`src/rtl/biquad_coeff_loader_pkg.sv`:
```
// biquad_coeff_loader_pkg: shared sizes and FSM encoding for the biquad coefficient loader
package biquad_coeff_loader_pkg;
  localparam int DEF_NCOEFF = 4;
  localparam int DEF_DAT_BITS = 18;
  localparam int DEF_AW = 2;
  typedef enum logic [1:0] {IDLE, SHIFT, UPDATE, DONE} state_t;
endpackage

```
`src/rtl/biquad_coeff_loader.sv`:
```
// biquad_coeff_loader: stages host coefficients, shifts them down the DSP B cascade, then pulses update
module biquad_coeff_loader
  import biquad_coeff_loader_pkg::*;
#(
  parameter int NCOEFF = DEF_NCOEFF,
  parameter int DAT_BITS = DEF_DAT_BITS,
  parameter int AW = DEF_AW
) (
  input  logic                clk,
  input  logic                rst_n,
  input  logic                cfg_wr_i,
  input  logic [AW-1:0]       cfg_addr_i,
  input  logic [DAT_BITS-1:0] cfg_dat_i,
  output logic                cfg_ready_o,
  output logic                cfg_err_o,
  input  logic                commit_i,
  output logic                busy_o,
  output logic                done_o,
  output logic [DAT_BITS-1:0] coeff_dat_o,
  output logic                coeff_wr_o,
  output logic                coeff_update_o
);
  state_t state, state_nx;
  logic [AW-1:0] idx, idx_nx;
  logic pending, pending_nx, err_nx, start, idle, wr_ok, bad;
  logic [DAT_BITS-1:0] stage [NCOEFF];
  assign idle = state == IDLE;
  assign cfg_ready_o = state != SHIFT;
  assign busy_o = !idle || pending;
  assign wr_ok = cfg_wr_i && cfg_ready_o && (int'(cfg_addr_i) < NCOEFF);
  assign bad = cfg_wr_i && !wr_ok;
  assign start = (idle && (commit_i || pending)) || (state == DONE && pending);
  always_comb begin
    state_nx = start ? SHIFT :
               state == SHIFT ? (idx == '0 ? UPDATE : SHIFT) :
               state == UPDATE ? DONE : IDLE;
    idx_nx = start ? AW'(NCOEFF - 1) : idx - AW'(state == SHIFT);
    pending_nx = !start && (pending || commit_i);
    err_nx = (cfg_err_o && !(idle && commit_i)) || bad;
  end
  always_ff @(posedge clk or negedge rst_n)
    if (!rst_n) begin
      state <= IDLE;
      idx <= '0;
      pending <= 1'b0;
      cfg_err_o <= 1'b0;
      coeff_dat_o <= '0;
      coeff_wr_o <= 1'b0;
      coeff_update_o <= 1'b0;
      done_o <= 1'b0;
      for (int i = 0; i < NCOEFF; i++) stage[i] <= '0;
    end else begin
      state <= state_nx;
      idx <= idx_nx;
      pending <= pending_nx;
      cfg_err_o <= err_nx;
      coeff_wr_o <= state == SHIFT;
      coeff_dat_o <= state == SHIFT ? stage[idx] : '0;
      coeff_update_o <= state == UPDATE;
      done_o <= state == DONE;
      if (wr_ok) stage[cfg_addr_i] <= cfg_dat_i;
    end
endmodule

```
`config.mk`:
```
export PLATFORM = sky130hd
export DESIGN_NAME = biquad_coeff_loader
export DESIGN_NICKNAME = d
export VERILOG_FILES = /design/src/rtl/biquad_coeff_loader_pkg.sv /design/src/rtl/biquad_coeff_loader.sv
export SDC_FILE = /design/constraint.sdc
export NUM_CORES = 1
export LEC_CHECK = 0
export BUFFER_PORTS_ARGS = -buffer_cell sky130_fd_sc_hd__buf_2
export CAP_MARGIN = 20
export CORE_MARGIN = 2
export CORE_UTILIZATION = 45
export CTS_CLUSTER_SIZE = 28
export DETAILED_ROUTE_END_ITERATION = 8
export PLACE_DENSITY = 0.7
export REMOVE_ABC_BUFFERS = 1
export SLEW_MARGIN = 20
export SYNTH_ARGS = -nofsm -noshare
export SYNTH_HDL_FRONTEND = slang
export SYNTH_SLANG_ARGS = --single-unit
```
`constraint.sdc`:
```
create_clock -name clk -period 2.7 [get_ports clk]
set_input_delay 0.135 -clock clk [delete_from_list [all_inputs] [get_ports clk]]
set_output_delay 0.135 -clock clk [all_outputs]
set_load 0.05 [all_outputs]
```
==> run_summary.xml, run 1 <==
<?xml version="1.0" encoding="UTF-8"?>
<metrics>
  <group name="synth">
    <metric name="synth_top_family_by_area" unit="">multiplexers</metric>
    <metric name="synthXorXnorAreaFrac" unit="">0.00213</metric>
    <metric name="post_synth_num_cell_types" unit="">28</metric>
    <metric name="syn_area" unit="sq um">4120</metric>
    <metric name="synth_simple_gate_area_share" unit="">0.0635</metric>
    <metric name="post_synthesis_compound_gate_area_fraction" unit="">0.0125</metric>
    <metric name="synthDominantAreaCellType" unit="">sky130_fd_sc_hd__dfrtp_1</metric>
    <metric name="synth_mux_area_frac" unit="">0.295</metric>
    <metric name="synth_fa_ha_area_frac" unit="">0.00304</metric>
    <metric name="synth_area_leaders" unit="">sky130_fd_sc_hd__dfrtp_1 (60%), sky130_fd_sc_hd__mux2_2 (20%), sky130_fd_sc_hd__mux4_2 (9.8%)</metric>
    <metric name="synth_most_common_cell" unit="">sky130_fd_sc_hd__dfrtp_1</metric>
    <metric name="synth_seq_cells" unit="">99</metric>
    <metric name="synth_commonest_cells" unit="">sky130_fd_sc_hd__dfrtp_1 (99), sky130_fd_sc_hd__mux2_2 (72), sky130_fd_sc_hd__and2_1 (19), sky130_fd_sc_hd__mux4_2 (18), sky130_fd_sc_hd__clkbuf_1 (5)</metric>
    <metric name="postSynth.topFlopCell" unit="">sky130_fd_sc_hd__dfrtp_1</metric>
    <metric name="synth_top_area_frac" unit="">0.601</metric>
    <metric name="synthesis.area_per_instance" unit="sq um">16.4</metric>
    <metric name="synthCells" unit="">251</metric>
    <metric name="synth_seq_area_share" unit="">0.601</metric>
    <metric name="postSynth.asyncResetShare" unit="">1.00</metric>
    <metric name="yosys_warnings" unit="">0</metric>
    <metric name="synth-edff-count" unit="">0</metric>
  </group>
  <group name="finish">
    <metric name="final_design_area_no_fill" unit="sq um">4690</metric>
    <metric name="multi_input_comb_area" unit="sq um">1550</metric>
    <metric name="final_nets" unit="">333</metric>
    <metric name="filler_cells" unit="">753</metric>
    <metric name="share_of_final_layout_standard_cells_stronger_than_drive_strength_1" unit="">0.540</metric>
    <metric name="layout.core_utilization" unit="">0.533</metric>
    <metric name="post_layout_nonfiller_instances" unit="">421</metric>
    <metric name="synthToLayoutAreaGrowth" unit="%">13.8</metric>
    <metric name="regArea" unit="sq um">2480</metric>
    <metric name="insertedDiodeCount" unit="">0</metric>
  </group>
  <group name="clock_tree">
    <metric name="post_cts.resized_instances" unit="">0</metric>
    <metric name="cts.clk_slew.worst_paths" unit="ns">0.10</metric>
    <metric name="cts_tree" unit="">built</metric>
    <metric name="cts.root.buffer_cell" unit="">sky130_fd_sc_hd__clkbuf_8</metric>
    <metric name="cts.sinks" unit="">99</metric>
    <metric name="maximum_clock_insertion_buffer_count" unit="">2</metric>
    <metric name="numCtsBuffers" unit="">9</metric>
    <metric name="ctsHtreeMaxLevel" unit="">3</metric>
    <metric name="clkLatencyLatePin" unit="ns">0.36</metric>
  </group>
  <group name="placed_design">
    <metric name="placed_cells_incl_taps" unit="">404</metric>
    <metric name="final_replace_weighted_congestion" unit="">0.805</metric>
    <metric name="place.port_buffers" unit="">47</metric>
    <metric name="placed_cell_area" unit="sq um">4490</metric>
    <metric name="detailed_place_hpwl" unit="mm">4.64</metric>
    <metric name="post-place-ws" unit="ns">0.728</metric>
  </group>
  <group name="flow_run">
    <metric name="max_cap_violations" unit="">0</metric>
  </group>
  <group name="global_route">
    <metric name="maximum_number_of_pins_on_one_net_before_global_route_repair" unit="">67</metric>
    <metric name="gr_usage_total" unit="">0.156</metric>
    <metric name="grt_pass1_wl" unit="mm">11.8</metric>
    <metric name="grt_pass1_vias" unit="">2321</metric>
    <metric name="grt_antenna_before_repair" unit="">0</metric>
    <metric name="grt_remaining_overflow" unit="">0</metric>
  </group>
  <group name="timing">
    <metric name="period_needed" unit="ns">1.98</metric>
    <metric name="max_freq" unit="MHz">505</metric>
    <metric name="hold_ws" unit="ns">0.0411</metric>
    <metric name="timing.slew.headroom" unit="">0.443</metric>
    <metric name="worst_slew_pin_slew" unit="ns">0.836</metric>
    <metric name="final.period_utilization" unit="">0.734</metric>
    <metric name="unrepaired_setup_endpoints_after_global_routing" unit="">false</metric>
    <metric name="hold_violations" unit="">0</metric>
    <metric name="final.setup_skew" unit="ns">0.0148</metric>
    <metric name="setup_viol" unit="">0</metric>
    <metric name="final.setup.worst_slack" unit="ns">0.719</metric>
    <metric name="report.final.slew_viol_count" unit="">0</metric>
    <metric name="fin_setup_tns" unit="ns">0</metric>
  </group>
  <group name="power_and_ir_drop">
    <metric name="p_leak" unit="nW">2.16</metric>
    <metric name="p_total" unit="mW">5.84</metric>
    <metric name="largest_vdd_supply_drop" unit="mV">0.528</metric>
    <metric name="powerDensity" unit="nW/um^2">1250</metric>
  </group>
  <group name="die">
    <metric name="design.die.area" unit="sq um">9940</metric>
    <metric name="horiz_die_dim" unit="um">99.7</metric>
    <metric name="die_h" unit="um">99.7</metric>
    <metric name="pin_count" unit="">48</metric>
    <metric name="core_region_area" unit="sq um">8810</metric>
    <metric name="number_of_placement_rows" unit="">34</metric>
    <metric name="floorplan.initialDensity" unit="">0.468</metric>
  </group>
  <group name="drt">
    <metric name="antenna_violating_nets_post_route" unit="">0</metric>
    <metric name="drt_pass1_iterations" unit="">4</metric>
    <metric name="detailroute.via_count" unit="">2260</metric>
    <metric name="routed_wirelength" unit="mm">7.26</metric>
    <metric name="detailedRoute.firstIterationViolations" unit="">43</metric>
    <metric name="post_drt_via_cell_ratio" unit="">5.37</metric>
    <metric name="post-route-drc-count" unit="">0</metric>
    <metric name="routed_len_inst" unit="um">17.2</metric>
  </group>
  <group name="setup_path">
    <metric name="rr_startpoint" unit="">state[0]</metric>
    <metric name="critical_path.endpoint" unit="">stage[8]</metric>
    <metric name="reg2reg_depth" unit="">5</metric>
    <metric name="critPathLaunchType" unit="">flip-flop</metric>
    <metric name="setup.worst_path.class" unit="">reg -&gt; reg</metric>
    <metric name="worst_r2r_setup_slack" unit="ns">0.72</metric>
    <metric name="critPathArrivalTime" unit="ns">2.22</metric>
    <metric name="cp-startpoint" unit="">state[0]</metric>
    <metric name="cp_max_fo" unit="">18</metric>
    <metric name="worstReg2RegEnd" unit="">stage[8]</metric>
    <metric name="cp.required" unit="ns">2.94</metric>
    <metric name="worstSetupEndpointType" unit="">flip-flop</metric>
  </group>
  <group name="worst_hold_path">
    <metric name="hp-class" unit="">in -&gt; reg</metric>
  </group>
  <group name="status">
    <metric name="run_status" unit="">completed</metric>
  </group>
</metrics>
==> critical path: stages, from the launching register on <==
cell                      delay, ns
sky130_fd_sc_hd__dfrtp_1       0.51
sky130_fd_sc_hd__nor2b_4       0.47
sky130_fd_sc_hd__inv_2         0.12
sky130_fd_sc_hd__nand4_2       0.11
sky130_fd_sc_hd__buf_4         0.27
sky130_fd_sc_hd__mux2_2        0.37
==> cell usage in the layout (no fill, tap or decap), types with 2 or more instances in the layout <==
master                       count
sky130_fd_sc_hd__buf_4          11
sky130_fd_sc_hd__clkinv_4        2
sky130_fd_sc_hd__clkinvlp_4      2
sky130_fd_sc_hd__inv_1           3
sky130_fd_sc_hd__clkbuf_8       11
sky130_fd_sc_hd__buf_2          46
sky130_fd_sc_hd__mux2_2         72
sky130_fd_sc_hd__mux4_2         18
sky130_fd_sc_hd__dfrtp_1        99
sky130_fd_sc_hd__a21oi_1         4
sky130_fd_sc_hd__nand2_1         4
sky130_fd_sc_hd__nor2_1          4
sky130_fd_sc_hd__and2_1         19
==> sequential cells by signal, summed over array words and instances (netlist names) <==
signal,flops
stage,72
coeff_dat_o,18
idx,2
state,2
cfg_err_o,1
coeff_update_o,1
coeff_wr_o,1
done_o,1
pending,1
==> area by class of cell <==
cell class / count / share of cell area
multi-input cells: 136 / 0.331
inverters: 4 / 0.00320
well taps: 108 / 0.0288
clock buffers: 11 / 0.0323
clock inverters: 5 / 0.00800
repair buffers: 58 / 0.0688
flip-flops and latches: 99 / 0.528
==> layer usage <==
metal / vias up / global-route usage / wire length [um]
met5: - / 0 / 0
met4: 0 / 0.0590 / 96
met3: 8 / 0.0401 / 341
met2: 51 / 0.239 / 3390
met1: 1186 / 0.216 / 3430
li1: 1015 / - / -
==> repair_timing <==
action	4_1_cts	5_1_grt
endpoints found under the setup margin	0	0
hold buffers	1	0
hold endpoints to repair	64	0
setup buffers	0	0
==> logic make-up after synthesis <==
group,count (synthesis)
flip-flops,99
multiplexers,90
AO/OA/AOI/OAI,8
XOR/XNOR,1
adder cells (fa/ha/maj),1
buffers and inverters,16
AND/OR/NAND/NOR,36
==> how the worst min path moves through the flow <==
stage                  start              to  slack, ns  depth (start not counted)
6_report        cfg_dat_i[2]       stage[56]       0.04                          2
5_1_grt        cfg_dat_i[12]       stage[48]       0.03                          2
4_1_cts         cfg_dat_i[2]        stage[2]       0.04                          2
3_5_place_dp           rst_n  coeff_dat_o[0]       0.29                          1
3_3_place_gp           rst_n  coeff_dat_o[0]       0.28                          1
2_1_floorplan          rst_n       cfg_err_o      -0.16                          0
==> power breakdown <==
group | internal (mW) | total (mW) | switching (mW) | leakage (nW)
Clock | 0.387 | 0.894 | 0.507 | 0.0915
Sequential | 2.19 | 2.53 | 0.336 | 1.21
Combinational | 1.19 | 2.42 | 1.23 | 0.853
Power figures use the tool's default switching activity.
==> run 2, diff against run 1 <==
Settings changed: ABC_AREA set to 1.
Clock period 2.7 ns to 1.95 ns, I/O delays scaled along.
==> run 2 against run 1 <==
  * Power grew 46%
  * Combinational power is 57% higher
  * Clock skew down 0.0081 ns
  * Routed wire length increased by 47%
  * Register-to-register slack worse by 0.34 ns
==> run_summary.xml, run 2 <==
<?xml version="1.0" encoding="UTF-8"?>
<metrics>
  <group name="status">
    <metric name="run_status" unit="">completed</metric>
  </group>
  <group name="setup_path">
    <metric name="critPathLaunchType" unit="">flip-flop</metric>
    <metric name="critPathArrivalTime" unit="ns">1.59</metric>
    <metric name="worst_r2r_setup_slack" unit="ns">0.38</metric>
    <metric name="cp.required" unit="ns">1.85</metric>
    <metric name="worstReg2RegEnd" unit="">stage[8]</metric>
    <metric name="cp_max_fo" unit="">13</metric>
    <metric name="setup.worst_path.class" unit="">reg -&gt; out</metric>
    <metric name="rr_startpoint" unit="">state[0]</metric>
    <metric name="worstSetupEndpointType" unit="">output pin</metric>
    <metric name="reg2reg_depth" unit="">4</metric>
  </group>
  <group name="worst_hold_path">
    <metric name="hold_path.startpoint" unit="">cfg_dat_i[8]</metric>
    <metric name="worst_hold_path.endpoint" unit="">stage[62]</metric>
    <metric name="hold_path_depth" unit="">3</metric>
    <metric name="hp-class" unit="">in -&gt; reg</metric>
  </group>
  <group name="drt">
    <metric name="post_drt_via_cell_ratio" unit="">4.90</metric>
    <metric name="post-route-drc-count" unit="">0</metric>
    <metric name="antenna_violating_nets_post_route" unit="">0</metric>
    <metric name="routed_wirelength" unit="mm">10.6</metric>
    <metric name="drt_pass1_iterations" unit="">5</metric>
    <metric name="detailedRoute.firstIterationViolations" unit="">301</metric>
    <metric name="detailroute.via_count" unit="">3822</metric>
    <metric name="routed_len_inst" unit="um">13.6</metric>
  </group>
  <group name="clock_tree">
    <metric name="cts.root.buffer_cell" unit="">sky130_fd_sc_hd__clkbuf_8</metric>
    <metric name="ctsHtreeMaxLevel" unit="">3</metric>
    <metric name="maximum_clock_insertion_buffer_count" unit="">2</metric>
    <metric name="cts_tree" unit="">built</metric>
    <metric name="post_cts.resized_instances" unit="">0</metric>
    <metric name="clkLatencyLatePin" unit="ns">0.37</metric>
    <metric name="cts.clk_slew.worst_paths" unit="ns">0.09</metric>
    <metric name="cts_setup_buffers" unit="">0</metric>
    <metric name="cts.sinks" unit="">99</metric>
    <metric name="numCtsBuffers" unit="">9</metric>
  </group>
  <group name="placed_design">
    <metric name="post-place-ws" unit="ns">0.335</metric>
    <metric name="final_replace_weighted_congestion" unit="">0.805</metric>
    <metric name="detailed_place_hpwl" unit="mm">6.58</metric>
    <metric name="place.port_buffers" unit="">47</metric>
  </group>
  <group name="global_route">
    <metric name="grt_pass1_wl" unit="mm">18.3</metric>
    <metric name="gr_usage_total" unit="">0.210</metric>
    <metric name="grt_antenna_before_repair" unit="">0</metric>
    <metric name="maximum_number_of_pins_on_one_net_before_global_route_repair" unit="">50</metric>
    <metric name="grt_pass1_vias" unit="">3676</metric>
    <metric name="grt_remaining_overflow" unit="">0</metric>
  </group>
  <group name="synth">
    <metric name="synth_top_area_frac" unit="">0.541</metric>
    <metric name="synth_most_common_cell" unit="">sky130_fd_sc_hd__nand2_1</metric>
    <metric name="synthDominantAreaCellType" unit="">sky130_fd_sc_hd__dfrtp_1</metric>
    <metric name="synthesis.area_per_instance" unit="sq um">7.85</metric>
    <metric name="synthCells" unit="">583</metric>
    <metric name="synth-edff-count" unit="">0</metric>
    <metric name="synth_seq_area_share" unit="">0.541</metric>
    <metric name="yosys_warnings" unit="">0</metric>
    <metric name="syn_area" unit="sq um">4580</metric>
    <metric name="synth_area_leaders" unit="">sky130_fd_sc_hd__dfrtp_1 (54%), sky130_fd_sc_hd__nand2_1 (20%), sky130_fd_sc_hd__nand3_1 (10%)</metric>
    <metric name="post_synth_num_cell_types" unit="">22</metric>
    <metric name="synth_commonest_cells" unit="">sky130_fd_sc_hd__nand2_1 (243), sky130_fd_sc_hd__dfrtp_1 (99), sky130_fd_sc_hd__nand3_1 (92), sky130_fd_sc_hd__inv_1 (78), sky130_fd_sc_hd__a21oi_1 (19)</metric>
    <metric name="postSynth.asyncResetShare" unit="">1.00</metric>
    <metric name="postSynth.topFlopCell" unit="">sky130_fd_sc_hd__dfrtp_1</metric>
    <metric name="synth_seq_cells" unit="">99</metric>
  </group>
  <group name="finish">
    <metric name="layout.core_utilization" unit="">0.539</metric>
    <metric name="largest_registers" unit="">stage x72, coeff_dat_o x18</metric>
    <metric name="synthToLayoutAreaGrowth" unit="%">15.5</metric>
    <metric name="largest_reg_flops" unit="">72</metric>
    <metric name="regMostFlops" unit="">stage</metric>
    <metric name="layout.cells.most_common_list" unit="">sky130_fd_sc_hd__nand2_1 (243), sky130_fd_sc_hd__dfrtp_1 (99), sky130_fd_sc_hd__nand3_1 (92), sky130_fd_sc_hd__inv_1 (78), sky130_fd_sc_hd__buf_2 (46)</metric>
    <metric name="share_of_final_layout_standard_cells_stronger_than_drive_strength_1" unit="">0.133</metric>
    <metric name="final_nets" unit="">668</metric>
    <metric name="insertedDiodeCount" unit="">0</metric>
    <metric name="mostFrequentLayoutCell" unit="">sky130_fd_sc_hd__nand2_1</metric>
  </group>
  <group name="die">
    <metric name="horiz_die_dim" unit="um">105</metric>
    <metric name="floorplan.initialDensity" unit="">0.466</metric>
    <metric name="pin_count" unit="">48</metric>
    <metric name="core_region_area" unit="sq um">9820</metric>
    <metric name="die_h" unit="um">105</metric>
    <metric name="design.die.area" unit="sq um">11000</metric>
    <metric name="number_of_placement_rows" unit="">36</metric>
  </group>
  <group name="timing">
    <metric name="worst_slew_pin_slew" unit="ns">0.638</metric>
    <metric name="hold_ws" unit="ns">0.0164</metric>
    <metric name="final.period_utilization" unit="">0.863</metric>
    <metric name="report.final.slew_viol_count" unit="">0</metric>
    <metric name="final.setup.worst_slack" unit="ns">0.267</metric>
    <metric name="setup_viol" unit="">0</metric>
    <metric name="hold_violations" unit="">0</metric>
    <metric name="final.setup_skew" unit="ns">0.00675</metric>
    <metric name="period_needed" unit="ns">1.68</metric>
    <metric name="max_freq" unit="MHz">594</metric>
    <metric name="timing.slew.headroom" unit="">0.572</metric>
    <metric name="unrepaired_setup_endpoints_after_global_routing" unit="">false</metric>
  </group>
  <group name="power_and_ir_drop">
    <metric name="p_int" unit="mW">4.74</metric>
    <metric name="switching_share" unit="">0.445</metric>
    <metric name="powerDensity" unit="nW/um^2">1620</metric>
    <metric name="largest_vdd_supply_drop" unit="mV">0.722</metric>
    <metric name="p_clk_frac" unit="">0.144</metric>
    <metric name="power_frac_seq" unit="">0.409</metric>
    <metric name="power_frac_comb" unit="">0.446</metric>
    <metric name="switchingPower" unit="mW">3.80</metric>
    <metric name="p_leak" unit="nW">2.98</metric>
  </group>
  <group name="flow_run">
    <metric name="max_cap_violations" unit="">0</metric>
  </group>
</metrics>
run 2: power by group through the flow:
stage	clock [mW]	sequential, mW	combinational (mW)
finish	1.23	3.50	3.81
global route	1.36	3.61	4.33
CTS	1.26	3.49	3.84
detailed placement	0	3.52	3.79
global placement	0	3.49	3.71
floorplan	0	4.13	2.11
run 2: per-layer routing:
layer	vias up	share of wire	global-route usage
met3	14	0.067	0.0455
li1	1889	-	-
met5	-	0	0
met1	1792	0.44	0.287
met2	127	0.48	0.333
met4	0	0.014	0.0676
run 2: repair_timing:
item | 4_1_cts | 5_1_grt
endpoints found under the hold margin | 53 | 0
endpoints found under the setup margin | 0 | 0
hold buffers | 19 | 0
run 2: how the worst max path moves through the flow:
| stage | from | end | slack, ns | cells past startpoint |
|---|---|---|---|---|
| after detailed placement | state[0] | stage[8] | 0.33 | 4 |
| final | state[0] | cfg_ready_o | 0.27 | 3 |
| after global routing | state[1] | cfg_ready_o | 0.20 | 4 |
| after floorplan | idx[0] | idx[1] | -0.16 | 4 |
| after global placement | state[0] | stage[13] | 0.42 | 4 |
| after CTS | state[0] | cfg_ready_o | 0.25 | 3 |
run 2: area by class of cell:
| type | count | area [sq um] |
|---|---|---|
| Clock buffer | 13 | 169 |
| Fill cell | 959 | 4530 |
| Inverter | 81 | 304 |
| Multi-Input combinational cell | 374 | 1630 |
| Tap cell | 133 | 166 |
| Clock inverter | 2 | 10.0 |
| Timing Repair Buffer | 78 | 531 |
| Sequential cell | 99 | 2480 |
run 2: metrics by stage:
step	setup TNS, ns	area (sq um)	cells	power, mW
after global placement	0	4920	746	7.20
after detailed placement	0	4920	746	7.32
final	0	5290	780	8.54
after CTS	0	5290	780	8.59
after global routing	0	5290	780	9.30
after floorplan	-0.254	4410	554	6.24
run 2: kinds of logic (layout without fill, tap and decap cells):
kind of cell             after synthesis  in the layout  synth area share
AO/OA/AOI/OAI                         22             22            0.0246
adder cells (fa/ha/maj)                1              1           0.00273
AND/OR/NAND/NOR                      350            350             0.327
flip-flops                            99             99             0.541
XOR/XNOR                               1              1           0.00191
buffers and inverters                110            174             0.102
run 2: critical path, stage by stage, from the launching register on:
cell and delay [ns]:
sky130_fd_sc_hd__dfrtp_1 0.45, sky130_fd_sc_hd__nand2_4 0.19, sky130_fd_sc_hd__buf_4 0.26, sky130_fd_sc_hd__buf_2 0.30
==> run 3, diff against run 2 <==
Settings changed: CTS_CLUSTER_DIAMETER set to 50, RECOVER_POWER set to 100.
==> run 3 against run 2 <==
  * Global-route usage stayed put
  * Routed wire length barely moved
  * Non-clock buffer count unchanged
  * Register-to-register slack got worse by 0.09 ns
  * Sequential share of layout area is 0.47 points higher
  * Final area is 0.99% lower
  * Critical path depth rose by 1
  * Utilization down 0.54 points
  * Die area is the same
==> run_summary.xml, run 3 (same netlist as run 2, synthesis figures left out) <==
<?xml version="1.0" encoding="UTF-8"?>
<metrics>
  <group name="timing">
    <metric name="setup_viol" unit="">0</metric>
    <metric name="final.setup_skew" unit="ns">0.00914</metric>
    <metric name="max_freq" unit="MHz">584</metric>
    <metric name="period_needed" unit="ns">1.71</metric>
    <metric name="unrepaired_setup_endpoints_after_global_routing" unit="">false</metric>
    <metric name="report.final.slew_viol_count" unit="">0</metric>
    <metric name="worst_slew_pin_slew" unit="ns">1.10</metric>
    <metric name="fin_setup_tns" unit="ns">0</metric>
    <metric name="final.period_utilization" unit="">0.878</metric>
    <metric name="hold_violations" unit="">0</metric>
    <metric name="timing.slew.headroom" unit="">0.266</metric>
  </group>
  <group name="worst_hold_path">
    <metric name="worst_hold_path.endpoint" unit="">stage[62]</metric>
    <metric name="hp-class" unit="">in -&gt; reg</metric>
    <metric name="hold_path.startpoint" unit="">cfg_dat_i[8]</metric>
    <metric name="hold_path_depth" unit="">3</metric>
  </group>
  <group name="setup_path">
    <metric name="critPathLaunchType" unit="">flip-flop</metric>
    <metric name="cp_max_fo" unit="">13</metric>
    <metric name="reg2reg_depth" unit="">7</metric>
    <metric name="rr_startpoint" unit="">state[1]</metric>
    <metric name="worstReg2RegEnd" unit="">stage[54]</metric>
    <metric name="cp.required" unit="ns">1.85</metric>
    <metric name="worst_r2r_setup_slack" unit="ns">0.29</metric>
    <metric name="worstSetupEndpointType" unit="">output pin</metric>
    <metric name="critPathArrivalTime" unit="ns">1.61</metric>
    <metric name="setup.worst_path.class" unit="">reg -&gt; out</metric>
  </group>
  <group name="power_and_ir_drop">
    <metric name="p_total" unit="mW">8.49</metric>
    <metric name="p_int" unit="mW">4.68</metric>
    <metric name="p_clk_frac" unit="">0.146</metric>
    <metric name="powerDensity" unit="nW/um^2">1620</metric>
    <metric name="power_frac_seq" unit="">0.412</metric>
    <metric name="largest_vdd_supply_drop" unit="mV">0.709</metric>
    <metric name="switching_share" unit="">0.448</metric>
    <metric name="power_frac_comb" unit="">0.442</metric>
    <metric name="switchingPower" unit="mW">3.80</metric>
    <metric name="p_leak" unit="nW">2.89</metric>
  </group>
  <group name="die">
    <metric name="core_region_area" unit="sq um">9820</metric>
    <metric name="pin_count" unit="">48</metric>
    <metric name="design.die.area" unit="sq um">11000</metric>
    <metric name="number_of_placement_rows" unit="">36</metric>
    <metric name="floorplan.initialDensity" unit="">0.466</metric>
    <metric name="die_h" unit="um">105</metric>
    <metric name="horiz_die_dim" unit="um">105</metric>
  </group>
  <group name="global_route">
    <metric name="grt_antenna_before_repair" unit="">0</metric>
    <metric name="grt_pass1_wl" unit="mm">18.3</metric>
    <metric name="grt_pass1_vias" unit="">3676</metric>
    <metric name="gr_usage_total" unit="">0.210</metric>
    <metric name="maximum_number_of_pins_on_one_net_before_global_route_repair" unit="">50</metric>
    <metric name="grt_remaining_overflow" unit="">0</metric>
  </group>
  <group name="finish">
    <metric name="final_nets" unit="">668</metric>
    <metric name="post_layout_nonfiller_instances" unit="">780</metric>
    <metric name="synthToLayoutAreaGrowth" unit="%">14.4</metric>
    <metric name="regMostFlops" unit="">stage</metric>
    <metric name="largest_registers" unit="">stage x72, coeff_dat_o x18</metric>
    <metric name="filler_cells" unit="">969</metric>
    <metric name="mostFrequentLayoutCell" unit="">sky130_fd_sc_hd__nand2_1</metric>
    <metric name="largest_reg_flops" unit="">72</metric>
    <metric name="layout.cells.most_common_list" unit="">sky130_fd_sc_hd__nand2_1 (244), sky130_fd_sc_hd__dfrtp_1 (99), sky130_fd_sc_hd__nand3_1 (92), sky130_fd_sc_hd__inv_1 (80)</metric>
    <metric name="share_of_final_layout_standard_cells_stronger_than_drive_strength_1" unit="">0.0943</metric>
    <metric name="insertedDiodeCount" unit="">0</metric>
  </group>
  <group name="clock_tree">
    <metric name="cts_tree" unit="">built</metric>
    <metric name="numCtsBuffers" unit="">9</metric>
    <metric name="ctsHtreeMaxLevel" unit="">3</metric>
    <metric name="clkLatencyLatePin" unit="ns">0.37</metric>
    <metric name="post_cts.resized_instances" unit="">0</metric>
    <metric name="cts.sinks" unit="">99</metric>
    <metric name="cts_setup_buffers" unit="">0</metric>
    <metric name="cts.root.buffer_cell" unit="">sky130_fd_sc_hd__clkbuf_8</metric>
    <metric name="cts.clk_slew.worst_paths" unit="ns">0.09</metric>
    <metric name="maximum_clock_insertion_buffer_count" unit="">2</metric>
  </group>
  <group name="placed_design">
    <metric name="detailed_place_hpwl" unit="mm">6.58</metric>
    <metric name="final_replace_weighted_congestion" unit="">0.805</metric>
    <metric name="placed_cells_incl_taps" unit="">746</metric>
    <metric name="place.port_buffers" unit="">47</metric>
  </group>
  <group name="drt">
    <metric name="detailroute.via_count" unit="">3829</metric>
    <metric name="drt_pass1_iterations" unit="">5</metric>
    <metric name="antenna_violating_nets_post_route" unit="">0</metric>
    <metric name="detailedRoute.firstIterationViolations" unit="">281</metric>
    <metric name="post-route-drc-count" unit="">0</metric>
    <metric name="routed_wirelength" unit="mm">10.6</metric>
    <metric name="post_drt_via_cell_ratio" unit="">4.91</metric>
    <metric name="routed_len_inst" unit="um">13.6</metric>
  </group>
  <group name="flow_run">
    <metric name="max_cap_violations" unit="">0</metric>
  </group>
  <group name="status">
    <metric name="run_status" unit="">completed</metric>
  </group>
</metrics>
run 3: routing by layer:
layer,track usage,part of all wire,vias up,wire [um]
met3,0.0455,0.072,14,761
li1,-,-,1888,-
met1,0.287,0.44,1805,4680
met4,0.0676,0.014,0,147
met2,0.333,0.47,122,5050
met5,0,0,-,0
run 3: worst max-delay path by stage:
| stage | from | to | slack (ns) | cells past startpoint |
|---|---|---|---|---|
| after floorplan | idx[0] | idx[1] | -0.16 | 4 |
| after global placement | state[0] | stage[13] | 0.42 | 4 |
| after detailed placement | state[0] | stage[8] | 0.33 | 4 |
| after CTS | state[0] | cfg_ready_o | 0.25 | 3 |
| after global routing | rst_n | stage[33] | 0.12 | 3 |
| final | state[1] | cfg_ready_o | 0.24 | 4 |
run 3: what timing repair did:
action	CTS	global route
hold endpoints to repair	53	0
endpoints found under the setup margin	0	0
hold buffers	19	0
run 3: area by class of cell:
class	instances	area, sq um	area share
tap	133	166	0.0318
sequential	99	2480	0.473
clock inverter	2	10.0	0.00191
inverter	81	304	0.0581
timing repair buffer	78	485	0.0927
multi-input combinational	374	1620	0.310
clock buffer	13	169	0.0323
run 3: power by group through the flow:
stage               registers, mW  logic, mW  clock network [mW]
finish                       3.50       3.75                1.24
global route                 3.62       4.26                1.36
CTS                          3.49       3.84                1.26
detailed placement           3.52       3.79                   0
global placement             3.49       3.71                   0
floorplan                    4.13       2.11                   0
run 3: critical path, stage by stage (launching register included):
cell and delay, ns:
sky130_fd_sc_hd__dfrtp_1 0.39, sky130_fd_sc_hd__inv_1 0.11, sky130_fd_sc_hd__nand2_4 0.16, sky130_fd_sc_hd__buf_4 0.26, sky130_fd_sc_hd__clkbuf_2 0.31
run 3: stage by stage:
stage               utilization  worst slack (ns)  cell area, sq um  hold slack (ns)
finish                    0.533             0.238              5240           0.0108
global route              0.533             0.118              5240          0.00866
floorplan                     -            -0.162              4410           -0.198
detailed placement        0.501             0.335              4920           0.0384
CTS                       0.539             0.254              5290          0.00564
global placement          0.501             0.421              4920           0.0391
